<file path="config.mk">
export PLATFORM = sky130hd
export DESIGN_NAME = ram_access_arbiter
export DESIGN_NICKNAME = d
export VERILOG_FILES = /design/src/rtl/ram_access_arbiter.sv
export SDC_FILE = /design/constraint.sdc
export NUM_CORES = 1
export LEC_CHECK = 0
export BUFFER_PORTS_ARGS = -buffer_cell sky130_fd_sc_hd__buf_4
export CELL_PAD_IN_SITES_DETAIL_PLACEMENT = 1
export CELL_PAD_IN_SITES_GLOBAL_PLACEMENT = 1
export CORE_MARGIN = 2
export CORE_UTILIZATION = 35
export DETAILED_ROUTE_END_ITERATION = 8
export GPL_TIMING_DRIVEN = 0
export PLACE_DENSITY_LB_ADDON = 0.1
export SETUP_SLACK_MARGIN = 0.05
export SLEW_MARGIN = 20
export SYNTH_ARGS = -nofsm -noshare
export SYNTH_HDL_FRONTEND = slang
export SYNTH_SLANG_ARGS = --single-unit
</file>
<file path="constraint.sdc">
create_clock -name Clk -period 10.3 [get_ports Clk]
set_input_delay 1.545 -clock Clk [delete_from_list [all_inputs] [get_ports Clk]]
set_output_delay 1.545 -clock Clk [all_outputs]
set_load 0.01 [all_outputs]
</file>
<file path="src/rtl/ram_access_arbiter.sv">
`default_nettype none
// ============================================================================
// Module      : ram_access_arbiter
// Description : Round-robin, burst-capped arbiter sharing one synchronous
//               single-port RAM between NUM_REQ cores.
// Revision    : 1.0
// ============================================================================
module ram_access_arbiter #(
    parameter int NUM_REQ   = 4,
    parameter int ADDR_W    = 15,
    parameter int DATA_W    = 16,
    parameter int MAX_BURST = 4
) (
    input  logic                      Clk,
    input  logic                      Reset,
    input  logic [NUM_REQ-1:0]        req,
    input  logic [NUM_REQ-1:0]        req_we,
    input  logic [NUM_REQ*ADDR_W-1:0] req_addr,
    input  logic [NUM_REQ*DATA_W-1:0] req_wdata,
    output logic [NUM_REQ-1:0]        gnt,
    output logic [NUM_REQ-1:0]        rd_valid,
    output logic [DATA_W-1:0]         rd_data,
    output logic [ADDR_W-1:0]         ram_address,
    output logic                      ram_we,
    output logic [DATA_W-1:0]         ram_wdata,
    input  logic [DATA_W-1:0]         ram_rdata
);

    localparam int                IDX_W   = $clog2(NUM_REQ);
    localparam int                CNT_W   = $clog2(MAX_BURST + 1);
    localparam logic [CNT_W-1:0]  CNT_MAX = CNT_W'(MAX_BURST);
    localparam logic [IDX_W:0]    NREQ    = (IDX_W + 1)'(NUM_REQ);

    typedef enum logic [0:0] {
        IDLE  = 1'b0,
        OWNED = 1'b1
    } state_t;

    state_t               state, state_nxt;
    logic [IDX_W-1:0]     owner, owner_nxt;
    logic [IDX_W-1:0]     prio_ptr, prio_nxt;
    logic [CNT_W-1:0]     burst_cnt, burst_nxt;

    logic [NUM_REQ-1:0]   owner_oh, skip_mask, cand;
    logic [IDX_W:0]       idx;
    logic [IDX_W-1:0]     win;
    logic                 win_any, keep, at_cap;

    logic [NUM_REQ-1:0]   rd_pend;
    logic [DATA_W-1:0]    rd_hold;

    function automatic logic [IDX_W-1:0] next_idx(input logic [IDX_W-1:0] x);
        return (x == IDX_W'(NUM_REQ - 1)) ? '0 : x + 1'b1;
    endfunction

    always_comb begin
        owner_oh        = '0;
        owner_oh[owner] = 1'b1;
        at_cap          = (burst_cnt == CNT_MAX);
        keep            = (state == OWNED) && req[owner] && !at_cap;
        // A capped owner only steps aside when someone else is actually waiting
        skip_mask       = ((state == OWNED) && at_cap && |(req & ~owner_oh)) ? owner_oh : '0;
        cand            = req & ~skip_mask;
        idx             = '0;
        win             = owner;
        win_any         = keep;
        for (int i = 0; i < NUM_REQ; i++) begin
            idx = {1'b0, prio_ptr} + (IDX_W + 1)'(i);
            if (idx >= NREQ) idx = idx - NREQ;
            if (!win_any && cand[idx[IDX_W-1:0]]) begin
                win_any = 1'b1;
                win     = idx[IDX_W-1:0];
            end
        end

        gnt = '0;
        if (win_any && !Reset) gnt[win] = 1'b1;

        state_nxt = state;
        owner_nxt = owner;
        prio_nxt  = prio_ptr;
        burst_nxt = burst_cnt;
        case (state)
            IDLE: begin
                if (win_any) begin
                    state_nxt = OWNED;
                    owner_nxt = win;
                    burst_nxt = CNT_W'(1);
                end
            end
            OWNED: begin
                if (!win_any) begin
                    state_nxt = IDLE;
                    prio_nxt  = next_idx(owner);
                    burst_nxt = '0;
                end else if (win == owner) begin
                    if (!at_cap) burst_nxt = burst_cnt + 1'b1;
                end else begin
                    owner_nxt = win;
                    burst_nxt = CNT_W'(1);
                    prio_nxt  = next_idx(owner);
                end
            end
            default: state_nxt = IDLE;
        endcase
    end

    always_ff @(posedge Clk) begin
        if (Reset) begin
            state       <= IDLE;
            owner       <= '0;
            prio_ptr    <= '0;
            burst_cnt   <= '0;
            ram_we      <= 1'b0;
            ram_address <= '0;
            ram_wdata   <= '0;
            rd_pend     <= '0;
            rd_valid    <= '0;
            rd_hold     <= '0;
        end else begin
            state     <= state_nxt;
            owner     <= owner_nxt;
            prio_ptr  <= prio_nxt;
            burst_cnt <= burst_nxt;
            if (win_any) begin
                ram_we      <= req_we[win];
                ram_address <= req_addr[int'(win)*ADDR_W +: ADDR_W];
                ram_wdata   <= req_wdata[int'(win)*DATA_W +: DATA_W];
            end else begin
                ram_we <= 1'b0;
            end
            // Read tag travels alongside the RAM's one-cycle latency
            rd_pend  <= (win_any && !req_we[win]) ? gnt : '0;
            rd_valid <= rd_pend;
            if (|rd_valid) rd_hold <= ram_rdata;
        end
    end

    assign rd_data = (|rd_valid) ? ram_rdata : rd_hold;

endmodule
`default_nettype wire

</file>
=== After elaboration in Yosys (flattened, before gate mapping) ===
Cells that the tools add are included.
Widths: inputs -> output; s select.

* Flip-flop bits (word level): 64
* Input bits: 150
* Output and inout bits: 56
* Word-level logic and storage cells: 119

* $add $sub $neg: 9
* Multipliers: 1
* Order comparisons: 12
* Eq/ne operators: 8
* Shift operators: 2
* Mux-type cells: 44
* Bitwise gates (word level): 7
* Reductions and logical operators: 26

{| class="wikitable"
|+ Operator list
! cell !! count
|-
| $shiftx 64x7->16 || 1
|-
| $shiftx 60x7->15 || 1
|-
| $mux 2 || 14
|-
| $lt 2x3->1 const B || 6
|-
| $mux 16 || 1
|-
| $mux 1 || 13
|-
| $bmux 1 s2 || 6
|-
| $logic_and 1x1->1 || 12
|-
| $mux 3 || 4
|-
| $ge 3x3->1 const B || 3
|-
| $and 4x4->4 || 2
|-
| $mux 4 || 2
|-
| $not 4->4 || 2
|-
| $reduce_or 4->1 || 2
|-
| $sub 2x1->2 const B || 4
|-
| $logic_not 1->1 || 7
|-
| $add 2x2->3 const B || 2
|-
| $mul 2x4->6 const B || 1
|-
| $ne 2x2->1 const B || 3
|-
| $pmux 3 s2 || 1
|-
| $demux 1 s2 || 2
|-
| $ge 2x1->1 const B || 2
|-
| $ne 4x4->1 const B || 1
|-
| $pmux 2 s2 || 1
|-
| 12 further kinds || 16
|}

=== Depth between registers and ports, before layout ===
Gate-level depths: netlist of the first run.

* Depth in word-level cells: 30
* Mapped depth: 14
* Mapped depth without buffers: 11

=== Worst setup path after synthesis of the first run ===
Ideal clock, no wire load.

* Path type: input -> output
* Start: in req[1]
* End: out gnt[2]
* Arrival time: 3.867 ns
* Required time: 8.755 ns
* Setup slack: 4.888 ns
* Stages: 10
* Path buffers: 3
* Path through: buf_2 > and2b_4 > o311ai_2 > nand2_1 > mux4_2 > nor3b_1 > or2_1 > clkbuf_1 > clkbuf_1 > nor3_1

* Longest elaborated chain between the ends: 24
* Elaborated cells between the ends (all ways): 41
* Those cells by class: order compare: 2; mux: 22; bitwise: 3; reduce/logical: 14

{| class="wikitable"
|+ RTL lines
! element !! RTL line !! text
|-
| start: declaration || 16 || <nowiki>input logic [NUM_REQ-1:0] req,</nowiki>
|-
| $and 4x4->4 || 62 || <nowiki>skip_mask = ((state == OWNED) && at_cap && |(req & ~owner_oh)) ? owner_oh : '0;</nowiki>
|-
| $reduce_or 4->1 || 62 ||
|-
| $logic_and 1x1->1 || 62 ||
|-
| $mux 4 || 62 ||
|-
| $not 4->4 || 63 || <nowiki>cand = req & ~skip_mask;</nowiki>
|-
| $and 4x4->4 || 63 ||
|-
| $bmux 1 s2 || 70 || <nowiki>if (!win_any && cand[idx[IDX_W-1:0]]) begin</nowiki>
|-
| $mux 1 (implied by the code) || 70 ||
|-
| [... 8 more ...] || - ||
|-
| $logic_not 1->1 || 70 ||
|-
| $logic_and 1x1->1 || 70 ||
|-
| $mux 2 || 70 ||
|-
| $lt 2x3->1 (implied by the code) or $ge 2x1->1 (tied branches) || 77 || <nowiki>if (win_any && !Reset) gnt[win] = 1'b1;</nowiki>
|-
| $logic_and 1x1->1 (implied by the code) || 77 ||
|-
| $mux 1 (implied by the code) || 77 ||
|-
| $demux 1 s2 || 77 ||
|-
| $mux 4 * || 77 ||
|-
| end: declaration || 20 || <nowiki>output logic [NUM_REQ-1:0] gnt,</nowiki>
|}

Mark *: on every way between the ends. The rest lies on a longest branch, timed or not. The select of a mux whose other input is x is not followed.

=== Worst setup path after layout of the first run ===
* Start: in req[0]
* End: out gnt[0]

The elaborated chain is that of the path after synthesis.

==> results of run 1 <==
-- area by class of cell --
class                           count  area, sq um  share of cell area (%)
Multi-Input combinational cell    323         2690                    43.1
Buffer                             35          201                    3.23
Clock inverter                      7          103                    1.65
Clock buffer                        9          225                    3.61
Inverter                            9         33.8                   0.542
Sequential cell                    64         1280                    20.6
Tap cell                          143          179                    2.87
Timing Repair Buffer              203         1520                    24.4
-- registers in the layout, indices dropped and copies added (netlist names) --
name         flops
ram_wdata       16
burst_cnt        3
ram_we           1
rd_hold         16
owner            2
state            1
rd_pend          4
prio_ptr         2
ram_address     15
rd_valid         4
-- worst max path at each step --
stage	start	endpoint	slack, ps	depth (start not counted)
3_5_place_dp	req[0]	gnt[0]	4270	11
4_1_cts	req[0]	gnt[0]	4240	11
2_1_floorplan	req[1]	gnt[2]	4890	10
5_1_grt	req[0]	gnt[2]	4070	11
6_report	req[0]	gnt[0]	4220	11
3_3_place_gp	req[0]	gnt[0]	4250	11
-- power by group through the flow --
stage	clock [mW]	sequential (mW)	combinational, mW
floorplan	0	0.398	0.496
global placement	0	0.375	0.828
detailed placement	0	0.380	0.834
CTS	0.338	0.377	0.839
global route	0.350	0.387	0.896
finish	0.334	0.377	0.828
-- metal layers --
| layer | GRT usage [%] | vias to the layer above | part of all wire (%) |
|---|---|---|---|
| li1 | - | 2026 | - |
| met1 | 25.0 | 2046 | 39 |
| met2 | 42.4 | 156 | 53 |
| met3 | 7.07 | 20 | 6.9 |
| met4 | 6.59 | 0 | 1.8 |
| met5 | 0 | - | 0 |
-- per-stage QoR --
step | hold slack, ps | worst slack, ps
after floorplan | 414 | 4890
after global placement | 420 | 4250
after detailed placement | 425 | 4270
after CTS | 440 | 4240
after global routing | 455 | 4070
final | 437 | 4220
-- cells in the final DEF, fill, tap and decap left out, types with 3 or more instances in the layout --
master	Yosys	routed
sky130_fd_sc_hd__a21oi_1	5	5
sky130_fd_sc_hd__a221oi_1	4	4
sky130_fd_sc_hd__and2_1	3	3
sky130_fd_sc_hd__and3_1	3	3
sky130_fd_sc_hd__buf_2	5	5
sky130_fd_sc_hd__buf_4	6	209
sky130_fd_sc_hd__buf_6	4	4
sky130_fd_sc_hd__clkbuf_1	19	19
sky130_fd_sc_hd__clkbuf_16	0	9
sky130_fd_sc_hd__dfxtp_1	64	64
sky130_fd_sc_hd__ha_1	6	6
sky130_fd_sc_hd__inv_1	8	8
sky130_fd_sc_hd__mux2_1	16	16
sky130_fd_sc_hd__mux2_2	30	30
sky130_fd_sc_hd__mux2i_1	64	64
sky130_fd_sc_hd__mux4_2	3	3
sky130_fd_sc_hd__nand2_1	17	17
sky130_fd_sc_hd__nand3_1	3	3
sky130_fd_sc_hd__nand3b_1	32	32
sky130_fd_sc_hd__nor2_1	11	11
sky130_fd_sc_hd__nor2b_1	24	24
sky130_fd_sc_hd__nor3_1	5	5
sky130_fd_sc_hd__o211ai_1	3	3
sky130_fd_sc_hd__o21ai_0	5	5
sky130_fd_sc_hd__o21ai_1	35	35
sky130_fd_sc_hd__o311a_1	3	3
-- cells by family (layout without fill, tap and decap cells) --
family	count (synthesis)	count (layout)	share of synthesized area, %
fa+ha+maj	6	6	1.79
flops	64	64	30.5
compound gates	86	86	14.9
buf+inv	44	263	5.60
simple gates	116	116	17.2
mux	115	115	29.9
==> results.ini, run 1 <==
[outcome]
outcome=complete, no violations

[finish]
non_filler_instance_count_after_layout=793
layout-area-overhead-vs-synth_pct=48.5
final_layout_size_suffix_gt1_share_pct=43.5
antenna-diode-count=0
final_core_utilization_pct=53.9
final_cell_area_sq_um=6230
num-nets-final=801
n_fill_cell=1340

[pwr]
power_switching_mw=0.577
ir_drop_uv=102
p_comb_share_pct=53.8
power_density_nw_per_um2=247
design_power_total_mw=1.54
p_int_mw=0.962
power.share.clock_pct=21.7
switching_share_pct=37.5
total_leakage_power_nw=2.78
pwr-share-seq_pct=24.5

[worst_hold_path]
worst_hold_path_type=reg2reg
min_delay_worst_endpoint=rd_valid[3]$_SDFF_PP0_
worst_hold_startpoint=rd_pend[3]$_SDFF_PP0_
worstHoldPathCells=1

[worst_setup_path]
ff2ff_setup_slack_ps=6270
critical_path.max_stage_delay_ps=600
regToRegEndpoint=ram_we$_SDFF_PN0_
worst_r2r_path_depth=13
worstReg2RegStart=owner[1]$_SDFFE_PP0P_
worstPathBufferInverterCount=4
worst-path-max-fanout=10
crit_chain=buf_4, and2b_4, o311ai_1, a21oi_1, a211oi_1, o32ai_2, o22ai_1, buf_6, buf_6, nor3b_2, buf_4
path_delay_family=compound AO/OA/AOI/OAI gates
cp.required_ps=8760
critical_path_arrival_ps=4540
worstSetupPathType=in2out
timing.critical_path.slowest_stage_cell=sky130_fd_sc_hd__o311ai_1
critical_path.endpoint_type=output port
setup.worst_path.start_class=input port

[detailed_routing]
wire_per_inst_microns=18.6
drc=0
drt_iter0_drc=179
routed_wirelength_mm=14.7
detail_route.vias_per_cell=5.36
detailed_routing_iteration_count_for_the_pre_antenna_repair_pass=4
dr_total_vias=4248
route.antenna.remaining_nets=0

[sta]
finalCriticalPeriod_ps=6080
setup_tns_ps=0
max_freq_ghz=0.164
timing_worst_slew_pin_value_ps=719
final-hold-violation-count=0
timing.final.setup_violations=0
drv_slew=0
slew_headroom_pct=51.6
setup_repair_after_global_routing_missed_its_margin=false
skew_ps=10.8
post-route-period-util_pct=59.1

[clock_tree]
cts_sinks=64
tritoncts=done
ctsHoldBuffers=0
clock_transition_at_path_regs_ps=60
clkLatencyLatePin_ps=330
clk_root_buffer_cell=sky130_fd_sc_hd__clkbuf_16
cts.htree.levels=3
cts_buffers=9
postCtsSetupRepairBufs=0
maximum_number_of_buffers_from_clock_root_to_sink=2
number_of_gates_given_a_new_drive_strength_after_cts=0

[placement]
finalWeightedCongestion=0.878
place_inst=777
io_buffers=203
placement.cell_area_sq_um=5910
dp_hpwl_mm=11.8

[synthesis]
synth_top_area_cell=sky130_fd_sc_hd__dfxtp_1
synth_seq_cells=64
synth.yosys.seq_area_share_pct=30.5
synth.avg_cell_area_sq_um=9.74
postSynth.asyncResetShare_pct=0
top_area_cells_in_the_synthesized_netlist=sky130_fd_sc_hd__dfxtp_1, sky130_fd_sc_hd__mux2i_1, sky130_fd_sc_hd__mux2_2
synth_flop_cell=sky130_fd_sc_hd__dfxtp_1
synth_enable_flop_cells=0
ys_warn_count=0
syn_area_sq_um=4200
synthCells=431
synth_commonest_cells=sky130_fd_sc_hd__dfxtp_1, sky130_fd_sc_hd__mux2i_1, sky130_fd_sc_hd__o21ai_1, sky130_fd_sc_hd__nand3b_1, sky130_fd_sc_hd__mux2_2
synthDistinctLibCells=65
mappedNetlistNets=587
synth_top_area_share_pct=30.5

[grt]
first_pass_grt_wire_length_mm=23.4
initial_antenna_violation_count=0
grt_start_max_net_pins=14
grt_pass1_vias=4615
grt_usage_pct=22.9
gr-total-overflow=0

[die]
number_of_i_o_pins=206
initial_core_util_pct=36.3
die_w_microns=114
fp.dieH_microns=114
placement_rows=39
floorplan.die_area_sq_um=12900
placeable_core_area_sq_um=11600

[run]
max_cap_viol_count=0

No activity file was read; power rests on OpenSTA's default activity.
==> inputs of run 2 (changes only) <==
- CORE_UTILIZATION: 35 -> 34
- clock period: 10.3 -> 6 ns (I/O delays scaled with it)
==> run 2 against run 1 <==
  * Clock-buffer cell count did not move
  * Register-to-register slack got worse by 4400 ps
  * Wire length fell by 0.98%
  * Die area rose by 2.8%
  * Via count fell by 1.3%
  * Combinational power rose by 70%
  * Worst hold slack improved by 1.4 ps
  * Cell count rose by 0.50%
  * Highest routed layer unchanged
==> results.ini, run 2 (synthesis results as in run 1) <==
[finish]
layout-area-overhead-vs-synth_pct=48.7
antenna-diode-count=0
num-nets-final=801
final_core_utilization_pct=51.9
layout.cells.most_common_list=sky130_fd_sc_hd__buf_4, sky130_fd_sc_hd__mux2i_1, sky130_fd_sc_hd__dfxtp_1
most_common_cell_after_layout_fill_and_taps_aside=sky130_fd_sc_hd__buf_4
largest_registers=ram_wdata x16, rd_hold x16, ram_address x15
final_layout_size_suffix_gt1_share_pct=43.5
final_cell_area_sq_um=6240

[detailed_routing]
detail_route.vias_per_cell=5.26
drc=0
routed_wirelength_mm=14.6
detailed_routing_iteration_count_for_the_pre_antenna_repair_pass=4
drt_iter0_drc=209
wire_per_inst_microns=18.3
route.antenna.remaining_nets=0
dr_total_vias=4194

[worst_setup_path]
timing.critical_path.slowest_stage_cell=sky130_fd_sc_hd__o311ai_1
worstPathBufferInverterCount=5
worstSetupPathType=reg2out
number_of_cells_on_the_critical_path=13
critical_path_arrival_ps=4200
crit_chain=clkbuf_1, inv_1, ha_1, and2b_4, o311ai_1, a21oi_1, a211oi_1, o32ai_2, o22ai_1, buf_6, buf_6, nor3b_2, buf_4
critical_path.endpoint_type=output port
worst-path-max-fanout=10
path_delay_family=compound AO/OA/AOI/OAI gates
cp.required_ps=5100
setup.worst_path.start_class=flop
critical_path.max_stage_delay_ps=580
critPathMostFrequentCell=sky130_fd_sc_hd__buf_6
worst_r2r_path_depth=13

[sta]
timing.final.setup_violations=0
setup_tns_ps=0
setup_repair_after_global_routing_missed_its_margin=false
slew_headroom_pct=42.9
timing.hold.ws_ps=439
skew_ps=8.18
final-hold-violation-count=0
timing_worst_slew_pin_value_ps=850
finalCriticalPeriod_ps=5100
drv_slew=0
setup_slack_ps=896
max_freq_ghz=0.196
post-route-period-util_pct=85.1

[die]
placement_rows=40
fp.dieH_microns=115
floorplan.die_area_sq_um=13200
placeable_core_area_sq_um=12000
die_w_microns=115
number_of_i_o_pins=206
initial_core_util_pct=34.9

[pwr]
ir_drop_uv=217
power_density_nw_per_um2=421
total_leakage_power_nw=2.78

[clock_tree]
cts_sinks=64
postCtsSetupRepairBufs=0
number_of_gates_given_a_new_drive_strength_after_cts=0
maximum_number_of_buffers_from_clock_root_to_sink=2
cts.htree.levels=3
clkLatencyLatePin_ps=330
clk_root_buffer_cell=sky130_fd_sc_hd__clkbuf_16
clock_transition_at_path_regs_ps=60
cts_buffers=9
ctsHoldBuffers=0
tritoncts=done

[placement]
dp_hpwl_mm=11.6
finalWeightedCongestion=0.867
dpl_worst_slack_ps=1170
io_buffers=203
placement.cell_area_sq_um=5910

[worst_hold_path]
worst_hold_path_type=reg2reg
worstHoldPathCells=1

[outcome]
outcome=complete, no violations

[grt]
first_pass_grt_wire_length_mm=22.6
grt_usage_pct=21.9
grt_start_max_net_pins=14
grt_pass1_vias=4445
gr-total-overflow=0
initial_antenna_violation_count=0

[run]
max_cap_viol_count=0

==> run 2: cell types whose count changed in the layout (fill, tap and decap cells not counted) <==
cell and delta:
sky130_fd_sc_hd__clkinvlp_4 -1, sky130_fd_sc_hd__inv_6 -1, sky130_fd_sc_hd__clkinv_2 +1, sky130_fd_sc_hd__inv_8 +1
==> run 2: metal layers <==
| layer | up-vias | track usage [%] | wire length (microns) |
|---|---|---|---|
| li1 | 2027 | - | - |
| met1 | 2011 | 23.7 | 5580 |
| met2 | 136 | 40.5 | 7750 |
| met3 | 20 | 6.59 | 1010 |
| met4 | 0 | 7.15 | 252 |
| met5 | - | 0 | 0 |
==> run 2: power breakdown <==
| part | switching [mW] | total, mW | internal [mW] |
|---|---|---|---|
| registers | 0.0805 | 0.644 | 0.563 |
| logic | 0.691 | 1.41 | 0.720 |
| clock network | 0.206 | 0.574 | 0.369 |
==> run 2: layout make-up <==
class | count | area (sq um)
multi-input combinational | 323 | 2690
clock buffer | 9 | 225
sequential | 64 | 1280
inverter | 9 | 33.8
timing repair buffer | 203 | 1520
fill | 1411 | 5770
clock inverter | 7 | 103
tap | 147 | 184
buffer | 35 | 201
==> run 2: through the flow <==
step	cells	total power, mW
CTS	797	2.66
global route	797	2.79
floorplan	431	1.53
global placement	781	2.05
finish	797	2.63
detailed placement	781	2.07
==> run 2: worst paths after layout <==
kind	start	endpoint	slack, ps
max	owner[1]$_SDFFE_PP0P_	gnt[0]	900
min	rd_pend[0]$_SDFF_PP0_	rd_valid[0]$_SDFF_PP0_	440
max reg2reg	owner[1]$_SDFFE_PP0P_	ram_we$_SDFF_PN0_	1910
min reg2reg	rd_pend[0]$_SDFF_PP0_	rd_valid[0]$_SDFF_PP0_	440
